<file path="config.mk">
export PLATFORM = sky130hd
export DESIGN_NAME = int_ctrl
export DESIGN_NICKNAME = d
export VERILOG_FILES = /design/src/rtl/int_ctrl.sv
export SDC_FILE = /design/constraint.sdc
export NUM_CORES = 1
export LEC_CHECK = 0
export ABC_AREA = 1
export BUFFER_PORTS_ARGS = -buffer_cell sky130_fd_sc_hd__buf_4
export CAP_MARGIN = 20
export CELL_PAD_IN_SITES_DETAIL_PLACEMENT = 1
export CELL_PAD_IN_SITES_GLOBAL_PLACEMENT = 1
export CORE_UTILIZATION = 42
export CTS_CLUSTER_SIZE = 8
export DETAILED_ROUTE_END_ITERATION = 10
export GPL_ROUTABILITY_DRIVEN = 1
export PLACE_DENSITY_LB_ADDON = 0.1
export SLEW_MARGIN = 10
export SYNTH_ARGS = -nofsm -noshare
export SYNTH_HDL_FRONTEND = slang
export SYNTH_SLANG_ARGS = --single-unit
</file>
<file path="constraint.sdc">
create_clock -name clock -period 3.3 [get_ports clock]
set_input_delay 0.165 -clock clock [delete_from_list [all_inputs] [get_ports clock]]
set_output_delay 0.165 -clock clock [all_outputs]
set_load 0.01 [all_outputs]
</file>
<file path="src/rtl/int_ctrl.sv">
// int_ctrl: interrupt controller that feeds the jacaranda-8 core's
// int_req / int_en / int_vec inputs.
//
// Rising edges on the src inputs set pending bits. Each pending bit is gated
// by its source mask. The lowest-numbered eligible source wins and gets a
// single-cycle int_req pulse that carries its vector. No further request is
// issued until the core signals its ISR return on isr_ret.
//
// Register map (addr):
//   0 EN       RW  int_en: bit0 global enable, bits[NUM_SRC:1] source masks
//   1 PENDING  R / write-1-to-clear
//   2 VEC_BASE RW  base of the vector table
//   3 STATUS   RO  {in_service, 4'b0, active_id[2:0]}
//
// Optional feature: define INT_CTRL_SYNC_EN to pass src through a 2-flop
// synchronizer before edge detection. This adds 2 cycles of latency. When it
// is undefined, src must already be synchronous to clock.
module int_ctrl #(
  parameter int         NUM_SRC   = 4,
  parameter int         VEC_SHIFT = 2,
  parameter logic [7:0] VEC_RST   = 8'hE0
) (
  input  logic               clock,
  input  logic               reset,
  input  logic [NUM_SRC-1:0] src,
  input  logic               isr_ret,
  input  logic [1:0]         addr,
  input  logic [7:0]         w_data,
  input  logic               w_en,
  output logic [7:0]         r_data,
  output logic               int_req,
  output logic [7:0]         int_en,
  output logic [7:0]         int_vec
);

  typedef enum logic [1:0] {
    IDLE    = 2'd0,
    REQ     = 2'd1,
    SERVICE = 2'd2
  } state_t;

  state_t state;
  state_t state_nxt;

  logic [7:0]         en;
  logic [7:0]         vec_base;
  logic [7:0]         vec;
  logic [7:0]         vec_nxt;
  logic [NUM_SRC-1:0] pending;
  logic [NUM_SRC-1:0] pending_nxt;
  logic [NUM_SRC-1:0] src_s;
  logic [NUM_SRC-1:0] src_q;
  logic [NUM_SRC-1:0] rise;
  logic [NUM_SRC-1:0] eligible;
  logic [NUM_SRC-1:0] w1c;
  logic [NUM_SRC-1:0] ack;
  logic [2:0]         active_id;
  logic [2:0]         winner;
  logic               take;
  logic               in_service;

`ifdef INT_CTRL_SYNC_EN
  logic [NUM_SRC-1:0] sync_p0;
  logic [NUM_SRC-1:0] sync_p1;

  // Two-flop synchronizer for asynchronous sources
  always_ff @(posedge clock or posedge reset) begin
    if (reset) begin
      sync_p0 <= '0;
      sync_p1 <= '0;
    end else begin
      sync_p0 <= src;
      sync_p1 <= sync_p0;
    end
  end

  assign src_s = sync_p1;
`else
  assign src_s = src;
`endif

  // Previous-cycle copy of the sources for rising-edge detection
  always_ff @(posedge clock or posedge reset) begin
    if (reset) begin
      src_q <= '0;
    end else begin
      src_q <= src_s;
    end
  end

  assign rise     = src_s & ~src_q;
  assign eligible = pending & en[NUM_SRC:1];

  // Priority pick: the lowest set index wins, so scan downward and let the
  // last hit stand
  always_comb begin
    winner = 3'd0;
    for (int i = NUM_SRC - 1; i >= 0; i--) begin
      if (eligible[i]) begin
        winner = 3'(i);
      end
    end
  end

  // FSM state register
  always_ff @(posedge clock or posedge reset) begin
    if (reset) begin
      state <= IDLE;
    end else begin
      state <= state_nxt;
    end
  end

  // FSM next-state and request decode; take marks the edge that accepts a winner
  always_comb begin
    state_nxt = state;
    take      = 1'b0;
    int_req   = 1'b0;
    case (state)
      IDLE: begin
        if (en[0] && (eligible != '0)) begin
          state_nxt = REQ;
          take      = 1'b1;
        end
      end
      REQ: begin
        int_req   = 1'b1;
        state_nxt = SERVICE;
      end
      SERVICE: begin
        // isr_ret is the only exit; dropping the global enable does not abort
        if (isr_ret) begin
          state_nxt = IDLE;
        end
      end
      default: begin
        state_nxt = IDLE;
      end
    endcase
  end

  assign in_service = (state == SERVICE);

  // Clear sources: the auto-ack of the accepted winner plus any W1C write.
  // A rising edge in the same cycle sets the bit again, so set wins.
  always_comb begin
    ack = take ? (NUM_SRC'(1) << winner) : '0;
    w1c = (w_en && (addr == 2'd1)) ? w_data[NUM_SRC-1:0] : '0;
    pending_nxt = (pending & ~(w1c | ack)) | rise;
  end

  // Pending latch
  always_ff @(posedge clock or posedge reset) begin
    if (reset) begin
      pending <= '0;
    end else begin
      pending <= pending_nxt;
    end
  end

  // Vector address for the winner, 8-bit wraparound
  assign vec_nxt = vec_base + (8'(winner) << VEC_SHIFT);

  // Capture the active id and its vector when the request is accepted;
  // the vector then holds until the next request
  always_ff @(posedge clock or posedge reset) begin
    if (reset) begin
      active_id <= 3'd0;
      vec       <= VEC_RST;
    end else if (take) begin
      active_id <= winner;
      vec       <= vec_nxt;
    end
  end

  // Writable configuration registers (EN, VEC_BASE)
  always_ff @(posedge clock or posedge reset) begin
    if (reset) begin
      en       <= 8'h00;
      vec_base <= VEC_RST;
    end else if (w_en) begin
      case (addr)
        2'd0:    en       <= w_data;
        2'd2:    vec_base <= w_data;
        default: ;
      endcase
    end
  end

  // Combinational register read-back
  always_comb begin
    r_data = 8'h00;
    case (addr)
      2'd0:    r_data = en;
      2'd1:    r_data = 8'(pending);
      2'd2:    r_data = vec_base;
      default: r_data = {in_service, 4'b0000, active_id};
    endcase
  end

  assign int_en  = en;
  assign int_vec = vec;

endmodule

</file>
==> results of run 1 <==
==> sequential cells by signal, summed over array words and instances, names as in the netlist <==
signal	count
state	2
vec_base	8
int_en	8
active_id	2
src_q	4
pending	4
int_vec	8
==> logic make-up (layout without fill, tap and decap cells) <==
logic type                 count (synthesis)  in the layout  share of synthesized area
and+or+nand+nor                           97             97                      0.266
adders and majority gates                  2              2                     0.0141
DFF                                       36             36                      0.513
buffers and inverters                     35             87                     0.0833
AOI/OAI and AO/OA                         38             38                      0.124
==> final cells by class <==
| class | count | area [sq um] | area share |
|---|---|---|---|
| multi-input combinational | 137 | 716 | 0.317 |
| inverter | 32 | 120 | 0.0532 |
| timing repair buffer | 47 | 363 | 0.161 |
| sequential | 36 | 908 | 0.402 |
| tap | 50 | 62.6 | 0.0277 |
| clock buffer | 8 | 90.1 | 0.0399 |
==> worst max path at each step <==
stage	startpoint	to	slack [ns]	depth (start not counted)
final	int_en[3]	int_vec[6]	1.60	13
after global routing	int_en[3]	int_vec[6]	1.40	13
after CTS	int_en[3]	int_vec[6]	1.59	13
after detailed placement	int_en[3]	int_vec[6]	1.61	13
after global placement	int_en[3]	int_vec[6]	1.71	13
after floorplan	int_en[3]	int_vec[6]	1.76	12
==> power by group through the flow <==
| stage | sequential, uW | clock, uW | combinational, uW |
|---|---|---|---|
| floorplan | 676 | 0 | 292 |
| global placement | 660 | 0 | 513 |
| detailed placement | 665 | 0 | 525 |
| CTS | 660 | 328 | 535 |
| global route | 676 | 341 | 592 |
| finish | 660 | 321 | 524 |
==> worst max-delay path, cell delays in order (launching register included) <==
cell     delay, ns
dfrtp_1       0.42
nand2_2       0.11
nand3_1       0.08
nand2_1       0.07
nand2_1       0.06
inv_1         0.10
ha_1          0.18
ha_1          0.14
inv_1         0.05
a21oi_2       0.17
nand2_1       0.07
nand2_1       0.06
nand3_1       0.07
nand2_1       0.08
==> per-stage QoR <==
stage / setup WS (ns) / hold WS, ns / total power (uW)
after floorplan: 1.76 / 0.196 / 968
after global placement: 1.71 / 0.283 / 1170
after detailed placement: 1.61 / 0.284 / 1190
after CTS: 1.59 / 0.0195 / 1520
after global routing: 1.40 / 0.0610 / 1610
final: 1.60 / -0.00815 / 1500
==> placed cells by master (no fill, tap or decap), types with 3 or more instances in the layout <==
master	count
o21ai_1	6
o221ai_1	3
o21ai_0	19
nand3_1	5
buf_4	43
dfrtp_1	30
o22ai_1	3
dlygate4sd3_1	4
clkbuf_8	6
nand2_4	4
nand2_1	68
nand2_2	7
nor2_4	4
dfstp_2	6
inv_1	29
inv_2	3
nor2_1	4
nand4_1	3
==> repair_timing <==
action	CTS	global route
hold endpoints to repair	4	0
buffers inserted	0	0
hold buffers	4	0
==> per-layer routing <==
layer | wire (um) | share of wire | global-route usage
met3 | 138 | 0.030 | 0.0360
met5 | 0 | 0 | 0
met2 | 2230 | 0.49 | 0.408
met1 | 2120 | 0.47 | 0.305
met4 | 49 | 0.011 | 0.0665
==> results.yml, run 1 <==
clocking:
  numCtsBuffers: 5
  clock-sinks: 36
  clkLatencyLatePin_ns: 0.29
  cts_buffer_depth: 2
  root_buffer: "clkbuf_8"
  path_clk_slew_ns: 0.07
  tritoncts: "done"
  htreeDepth: 2
  cts_resized: 0
worst_setup_path:
  critPathKind: "reg2reg"
  arrival_ns: 1.93
  critPathRequiredTime_ns: 3.53
  rrSetupSlack_ns: 1.60
  worstReg2RegEnd: "int_vec[6]"
  r2r_start: "int_en[3]"
  end_kind: "register"
  reg2regPathDepth: 13
  startpoint_type: "register"
  crit_path_max_fanout: 4
pwr:
  sequentialPowerShare: 0.438
  internal_power_uw: 969
  p_sw_uw: 536
  power.leakage_uw: 0.00117
  pwr-share-comb: 0.348
  swShare: 0.356
  peakVddDrop_mv: 0.289
  pwr-share-clk: 0.214
  power.density_nw_per_um2: 666
logic_synthesis:
  syn_area_per_cell_sq_um: 8.52
  yosysUniqueCellTypes: 26
  synth_nets: 228
  synthMostInstantiatedCell: "nand2_1"
  synth_seq_cells: 36
  synth_top_cells_by_area: "dfrtp_1 42%, nand2_1 14%, dfstp_2 8.9%, inv_1 6.1%, o21ai_0 5.4%"
  synth_top_area_share: 0.424
  netlist_instances: 208
  ys.flop_type: "dfrtp_1"
  postSynth.asyncResetShare: 1.00
  syn-cell-area_sq_um: 1770
  ys_warn_count: 0
  ys_seq_area_frac: 0.513
  synth_top_area_cell: "dfrtp_1"
  synth_edf_count: 0
  yosys-top-cells-count: "68 x nand2_1, 30 x dfrtp_1, 29 x inv_1, 19 x o21ai_0, 7 x nand2_2"
sta:
  max_freq_ghz: 0.588
  worst_pin_slew_ns: 0.696
  slew_viol_final: 0
  max_slew_margin: 0.535
  rsz0062_at_grt: "false"
  final_period_minus_worst_setup_slack_ns: 1.70
  final.setup_skew_ns: 0.00537
  fin_hold_ws_ns: -0.00815
  finalCritPeriodShare: 0.515
  setup_viol: 0
  final.setup.tns_ns: 0
  finalHoldViolCount: 17
cells_and_area:
  num-fill-cells: 499
  final_util: 0.561
  final_area_sq_um: 2260
  diodes: 0
  drive_above_1_share: 0.292
  area_delta_synth_final_pct: 27.5
  finalNonFillerCells: 310
  final_nets: 279
outcome:
  outcome: "complete, but fails checks"
  violations: "hold timing"
placement:
  dp_cells: 298
  hpwl_um: 3430
  place_area_sq_um: 2130
  gp_congestion: 0.803
  io_buffers: 42
grt:
  grt_first_pass_wirelength_um: 7840
  grt_max_degree: 20
  gr-total-overflow: 0
  first_global_vias: 1684
  grt.total_usage: 0.237
  antenna_found_initial: 0
drt:
  routed_via_density: 5.02
  drcViolationCount: 0
  drt-pass1-iter-count: 4
  vias: 1556
  wl_per_cell_um: 14.6
  dr.first_iter.drc_count: 107
  ant_nets: 0
  routed_wl_um: 4540
floorplan:
  dieArea_sq_um: 4480
  die_w_um: 67.0
  core_sq_um: 4030
  rows: 23
  start_util: 0.440
  ioPinCount: 43
  die_h_um: 67.0
run:
  cap_violations: 0
worst_hold_path:
  hold_path_class: "in2async"
Note: power is estimated with default switching activity, not from simulation.
==> inputs of run 2 (changes only) <==
--- a/config.mk
+++ b/config.mk
@@ -10,7 +10,7 @@
 export CAP_MARGIN = 20
 export CELL_PAD_IN_SITES_DETAIL_PLACEMENT = 1
 export CELL_PAD_IN_SITES_GLOBAL_PLACEMENT = 1
-export CORE_UTILIZATION = 42
+export CORE_UTILIZATION = 39
 export CTS_CLUSTER_SIZE = 8
 export DETAILED_ROUTE_END_ITERATION = 10
 export GPL_ROUTABILITY_DRIVEN = 1
==> constraint.sdc (replaced) <==
create_clock -name clock -period 1.75 [get_ports clock]
set_input_delay 0.0875 -clock clock [delete_from_list [all_inputs] [get_ports clock]]
set_output_delay 0.0875 -clock clock [all_outputs]
set_load 0.01 [all_outputs]
==> results.yml, run 2 (same netlist as run 1, synthesis figures left out) <==
clocking:
  clock-sinks: 36
  cts_buffer_depth: 2
  path_clk_slew_ns: 0.08
  clkLatencyLatePin_ns: 0.29
  root_buffer: "clkbuf_8"
  htreeDepth: 2
  numCtsBuffers: 5
  tritoncts: "done"
sta:
  finalCritPeriodShare: 0.920
  final.setup_skew_ns: 0.00684
  finalHoldViolCount: 0
  max_slew_margin: 0.688
  worst_pin_slew_ns: 0.468
  setup_viol: 0
  slew_viol_final: 0
  final_period_minus_worst_setup_slack_ns: 1.61
  max_freq_ghz: 0.621
  fin_hold_ws_ns: 0.0379
cells_and_area:
  drive_above_1_share: 0.325
  area_delta_synth_final_pct: 34.0
  final_cell_mix: "66 x nand2_1, 49 x buf_4, 30 x dfrtp_1, 28 x inv_1, 19 x o21ai_0"
  diodes: 0
  area.sequential_sq_um: 908
  final_nets: 287
  final_common_cell: "nand2_1"
  final_area_sq_um: 2370
  num-fill-cells: 533
  multi_input_area_sq_um: 742
worst_setup_path:
  critPathRequiredTime_ns: 1.98
  arrival_ns: 1.84
  startpoint_type: "register"
  crit_path_max_fanout: 4
  critPathKind: "reg2reg"
  end_kind: "register"
  rrSetupSlack_ns: 0.14
pwr:
  power.density_nw_per_um2: 1290
  internal_power_uw: 1990
  pwr-share-comb: 0.356
  p_sw_uw: 1070
  pwr-share-clk: 0.239
  swShare: 0.350
  power.leakage_uw: 0.00121
  sequentialPowerShare: 0.405
  peakVddDrop_mv: 0.426
  finalPower_uw: 3050
grt:
  grt_max_degree: 37
  gr-total-overflow: 0
  antenna_found_initial: 0
  first_global_vias: 1615
  grt_first_pass_wirelength_um: 7640
  grt.total_usage: 0.204
floorplan:
  die_h_um: 69.4
  dieArea_sq_um: 4820
  start_util: 0.407
  rows: 24
  core_sq_um: 4350
  ioPinCount: 43
  die_w_um: 69.4
placement:
  place_area_sq_um: 2150
  io_buffers: 42
  hpwl_um: 3410
  gp_congestion: 0.821
drt:
  routed_via_density: 4.89
  routed_wl_um: 4680
  vias: 1564
  dr.first_iter.drc_count: 45
  drcViolationCount: 0
  ant_nets: 0
  wl_per_cell_um: 14.6
  drt-pass1-iter-count: 4
worst_hold_path:
  hold_path_class: "in2reg"
run:
  cap_violations: 0
outcome:
  outcome: "finished, final reports clean"
==> run 2: cell types whose count changed in the layout (fill, tap and decap cells not counted), moves of 2 or more <==
| cell | delta |
|---|---|
| buf_4 | +6 |
| dlygate4sd3_1 | +2 |
| nand2_1 | -2 |
| nand2_2 | +2 |
==> run 2: path summary, 6_finish.rpt <==
path	start	end	depth (start not counted)
max reg2reg	int_en[3]	int_vec[6]	13
min in group asynchronous	reset	src_q[3]	4
max in group asynchronous	reset	int_vec[6]	4
min	w_data[6]	vec_base[6]	3
max	int_en[3]	int_vec[6]	13
min reg2reg	src_q[1]	pending[1]	1
==> run 2: area by class of cell <==
cell class	count	area share
clock inverters	2	0.0148
well taps	52	0.0274
clock buffers	6	0.0306
inverters	32	0.0517
flip-flops and latches	36	0.383
multi-input cells	137	0.313
repair buffers	55	0.180
==> run 2: timing repair <==
action | 4_1_cts | 5_1_grt
setup buffers | 0 | 4
gates resized for setup | 0 | 7
endpoints found under the hold margin | 35 | 0
hold buffers | 6 | 0
endpoints found under the setup margin | 0 | 4
==> run 2: per-stage QoR <==
step	worst slack [ns]	util	std cells	setup TNS (ns)
after floorplan	0.210	-	208	0
after global routing	-0.0339	0.545	320	-0.0339
after CTS	0.0466	0.532	316	0
after detailed placement	0.0588	0.493	302	0
after global placement	0.174	0.493	302	0
final	0.139	0.545	320	0
==> run 2: layer usage <==
| layer | track usage | up-vias | share of wire |
|---|---|---|---|
| met3 | 0.0378 | 8 | 0.036 |
| li1 | - | 777 | - |
| met5 | 0 | - | 0 |
| met1 | 0.270 | 741 | 0.47 |
| met2 | 0.332 | 38 | 0.48 |
| met4 | 0.0771 | 0 | 0.016 |
==> run 2: power groups by stage <==
| stage | combinational [uW] | clock, uW | sequential, uW |
|---|---|---|---|
| after global placement | 987 | 0 | 1240 |
| after CTS | 1030 | 746 | 1230 |
| after floorplan | 551 | 0 | 1280 |
| after detailed placement | 1010 | 0 | 1250 |
| final | 1090 | 730 | 1240 |
| after global routing | 1210 | 771 | 1270 |
==> run 2: critical path, stage by stage, from the launching register on <==
cell and delay [ns]:
dfrtp_1 0.42, nand2_2 0.09, nand3_1 0.06, nand2_1 0.09, nand2_2 0.06, inv_2 0.10, ha_4 0.14, ha_1 0.13
inv_1 0.05, a21oi_2 0.16, nand2_1 0.07, nand2_1 0.06, nand3_1 0.06, nand2_1 0.07
